==> src/rtl/tea_regfile_pkg.sv <==
// tea_regfile_pkg: shared register-file constants and encoder FSM state type.
package tea_regfile_pkg;
    localparam int N_REGS = 10;
    localparam int REG_AW = 4;
    typedef enum logic {IDLE, OFFER} state_t;
endpackage

==> src/rtl/rr_first_set.sv <==
// rr_first_set: first set bit of mask searching ptr, ptr+1, ..., wrapping to ptr-1.
module rr_first_set import tea_regfile_pkg::*; #(
    parameter int N  = N_REGS,
    parameter int AW = REG_AW
) (
    input  logic [N-1:0]  mask,
    input  logic [AW-1:0] ptr,
    output logic          found,
    output logic [AW-1:0] idx
);
    logic [2*N-1:0] rot;
    logic [AW-1:0]  off;
    logic [AW:0]    sum;
    always_comb begin
        // Rotating the doubled mask puts the ptr entry at bit 0.
        rot   = {mask, mask} >> ptr;
        found = 1'b0;
        off   = '0;
        for (int k = N - 1; k >= 0; k--) begin
            if (rot[k]) begin
                found = 1'b1;
                off   = AW'(k);
            end
        end
        sum = {1'b0, ptr} + {1'b0, off};
        idx = (sum >= (AW+1)'(N)) ? AW'(sum - (AW+1)'(N)) : sum[AW-1:0];
    end
endmodule

==> src/rtl/regfile_rr_encoder.sv <==
// regfile_rr_encoder: collects register-update strobes and streams their addresses round-robin.
module regfile_rr_encoder import tea_regfile_pkg::*; #(
    parameter int N  = N_REGS,
    parameter int AW = REG_AW
) (
    input  logic          clk,
    input  logic          rst,
    input  logic [N-1:0]  W,
    output logic [AW-1:0] RA,
    output logic          ra_valid,
    input  logic          ra_ready,
    output logic [N-1:0]  pend,
    output logic          busy
);
    state_t        state;
    logic [AW-1:0] ptr;
    logic [AW-1:0] idx;
    logic [N-1:0]  offered;
    logic [N-1:0]  grant;
    logic [N-1:0]  mask;
    logic          found;
    logic          hs;
    assign hs      = ra_valid & ra_ready;
    assign offered = N'(1) << RA;
    assign grant   = hs ? offered : '0;
    // The bit already on offer must not be picked again as the next candidate.
    assign mask    = (state == OFFER) ? pend & ~offered : pend;
    assign busy    = |pend | ra_valid;
    rr_first_set #(.N(N), .AW(AW)) u_sel (
        .mask (mask),
        .ptr  (ptr),
        .found(found),
        .idx  (idx)
    );
    always_ff @(posedge clk) begin
        if (rst) begin
            pend     <= '0;
            RA       <= '0;
            ra_valid <= 1'b0;
            ptr      <= '0;
            state    <= IDLE;
        end else begin
            pend <= (pend & ~grant) | W;
            if (state == IDLE) begin
                if (found) begin
                    RA       <= idx;
                    ra_valid <= 1'b1;
                    state    <= OFFER;
                end
            end else if (hs) begin
                ptr <= (RA == AW'(N - 1)) ? '0 : RA + 1'b1;
                if (found) begin
                    RA <= idx;
                end else begin
                    ra_valid <= 1'b0;
                    state    <= IDLE;
                end
            end
        end
    end
endmodule

==> config.mk <==
export PLATFORM = sky130hd
export DESIGN_NAME = regfile_rr_encoder
export DESIGN_NICKNAME = d
export VERILOG_FILES = /design/src/rtl/tea_regfile_pkg.sv /design/src/rtl/rr_first_set.sv /design/src/rtl/regfile_rr_encoder.sv
export SDC_FILE = /design/constraint.sdc
export NUM_CORES = 1
export LEC_CHECK = 0
export BUFFER_PORTS_ARGS = -buffer_cell sky130_fd_sc_hd__buf_2
export CORE_MARGIN = 1.5
export CORE_UTILIZATION = 23
export DETAILED_ROUTE_END_ITERATION = 10
export RECOVER_POWER = 50
export SLEW_MARGIN = 20
export SYNTH_ARGS = -nofsm -noshare
export SYNTH_HDL_FRONTEND = slang
export SYNTH_SLANG_ARGS = --single-unit
==> constraint.sdc <==
create_clock -name clk -period 10.9 [get_ports clk]
set_input_delay 1.635 -clock clk [delete_from_list [all_inputs] [get_ports clk]]
set_output_delay 1.635 -clock clk [all_outputs]
set_load 0.1 [all_outputs]
==> impl_metrics.yaml <==
synthesis:
  synth-edff-count: 0
  synth_top_area_share_pct: 17.1
  synth-xor-area-share_pct: 1.12
  synth_top_family_by_area: "compound AO/OA/AOI/OAI gates"
  synth.most_common_cell: "nor2_1"
  yosys.area.top_type: "dfxtp_1"
  yosys-mux-area-fraction_pct: 12.7
  yosys.area_share.simple_pct: 28.2
  synth_area_per_cell_um2: 7.46
  seq_area_frac_synth_pct: 17.1
  synth_fa_ha_area_share_pct: 4.59
  synth_area_leaders: "dfxtp_1 17%, nor2_1 7.4%, nand2_1 5.0%"
  synth.net_count: 335
  synth.top_cells.by_count: "46 x nor2_1, 31 x nand2_1, 23 x a21oi_1"
  synth-compound-area-share_pct: 30.7
  synth.cell_area_um2: 2340
  async_flop_share_pct: 0
  yosysWarningCount: 0
  synth.ff_latch_count: 20
  postSynthCellCount: 314
  synthFlopType: "dfxtp_1"
  ys_types: 67
cells_and_area:
  n_antenna_cell: 0
  nets: 350
  stdcell_count: 461
  drive_gt1_share_pct: 16.2
  syn2layout_area_growth_pct: 12.4
global_route:
  grt_pass1_wl_um: 11800
  grt_pass1_vias: 2306
  gr-usage-all-layers_pct: 12.9
  grt_max_degree: 40
  antenna_found_initial: 0
  overflow: 0
detailed_routing:
  wl_per_cell_um: 15.7
  drtIter0Drc: 182
  vias: 2463
  drtAntennaViolNets: 0
  viasPerCell: 5.34
  routed_wl_um: 7230
  dr.pass1.iters: 5
  drc: 0
placement:
  place_hpwl_um: 5390
  place_congestion: 0.957
  dp_cells: 457
  pre_cts_slack_ns: 5.94
  port-buffer-count: 28
clock_tree:
  htreeDepth: 1
  clk_latency_ns: 0.27
  numClockSinks: 20
  ctsRootBufferMaster: "clkbuf_8"
  post-cts-setup-buffers: 0
  cts_resized: 0
  cts_hold_buf: 0
  cts_buffer_depth: 2
  numCtsBuffers: 3
  cts_tree: "done"
  clk_pin_slew_ns: 0.08
sta:
  setup_slack_ns: 5.81
  fin_skew_ns: 0.00858
  drv_slew: 0
  hold_viol_final: 0
  post-route-min-period_ns: 5.09
  slew_headroom_pct: 22.3
  finalCritPeriodShare_pct: 46.7
  report.final.setup_viol: 0
  max_freq_mhz: 196
  worst_pin_slew_ns: 1.17
  fin_tns_setup_ns: 0
  rsz0062_at_grt: "no"
setup_path:
  critical_path.endpoint_type: "flip-flop"
  critical_path.startpoint: "RA[0]"
  start_kind: "flip-flop"
  critPathRequiredTime_ns: 11.06
  critPathArrivalTime_ns: 5.25
  r2r_start: "RA[0]"
  path_max_fanout: 17
  critPathKind: "flip-flop to flip-flop"
die:
  core.rowCount: 36
  dieArea_um2: 10800
  ios: 29
  core_um2: 9820
  die_x_um: 104
  initial_utilization_pct: 23.9
  die_y_um: 104
power:
  leakage_uw: 0.000983
  power.density_nw_per_um2: 132
  ir_drop_mv: 0.123
hold_path:
  min_path_type: "flip-flop to flip-flop"
  hp-start: "ra_valid"
flow_run:
  cap_violations: 0
outcome:
  status: "completed"
## flip-flops by register name, indices dropped and copies added (netlist names)
name and cells:
ra_valid 1, RA 4, state 1, pend 10, ptr 4
## path summary, 6_finish.rpt
path,endpoint,slack (ns),cells past startpoint
max,RA[1],5.81,18
min,ra_valid,0.58,1
max reg2reg,RA[1],5.81,18
min reg2reg,ra_valid,0.58,1
## per-layer routing
| layer | track usage [%] | vias to the layer above | part of all wire, % |
|---|---|---|---|
| li1 | - | 1211 | - |
| met1 | 17.6 | 1143 | 45 |
| met2 | 21.8 | 94 | 48 |
| met3 | 0.815 | 15 | 4.9 |
| met4 | 4.27 | 0 | 2.2 |
| met5 | 0 | - | 0 |
## layout by cell type (no fill, tap or decap), types with 5 or more instances in the layout
master,count
mux2_2,5
ha_1,7
nand3_1,14
nor2b_1,8
clkbuf_1,5
a211oi_1,6
nand2b_1,5
o21ai_0,13
buf_2,23
nand2_1,31
dfxtp_1,20
o211ai_1,8
a21oi_1,23
mux2i_1,8
nor2_1,46
inv_1,7
## cell type report
| class | count | area [um^2] |
|---|---|---|
| tap | 133 | 166 |
| fill | 1127 | 7190 |
| inverter | 8 | 30.0 |
| clock inverter | 1 | 30.0 |
| sequential | 20 | 400 |
| multi-input combinational | 265 | 1810 |
| timing repair buffer | 31 | 156 |
| clock buffer | 3 | 41.3 |
## cells by family (layout without fill, tap and decap cells)
logic type	count (synthesis)	after routing
simple gates	131	131
compound gates	101	101
buf+inv	29	43
mux	22	22
flops	20	20
fa+ha+maj	8	8
xor+xnor	3	3
## power by group
part	switching (uW)	leakage (uW)	internal, uW	total, uW
combinational	116	0.000781	57.5	174
clock	26.0	0.0000357	49.1	75.1
sequential	19.6	0.000166	79.8	99.4
total	162	0.000983	186	348
## per-stage QoR
step	instance area (um^2)	utilization (%)	hold slack, ns	power, uW
CTS	2640	26.9	0.581	349
global route	2630	26.8	0.601	368
floorplan	2340	-	0.633	240
finish	2630	26.8	0.579	348
detailed placement	2570	26.2	0.560	274
global placement	2570	26.2	0.554	273
## critical path: stages, from the launching register on
cell and delay, ns:
dfxtp_1 0.69, and2_1 0.26, ha_1 0.19, nand3b_1 0.15, a22oi_1 0.33, a211oi_1 0.11, a211oi_1 0.34, o21ai_0 0.17
a221oi_1 0.45, a221oi_1 0.16, nor4_1 0.41, fa_1 0.54, inv_1 0.11, ha_1 0.18, nand2_1 0.05, a21boi_0 0.35
xnor2_1 0.17, nor2_1 0.06, mux2_4 0.27
(Power assumes the default switching activity.)
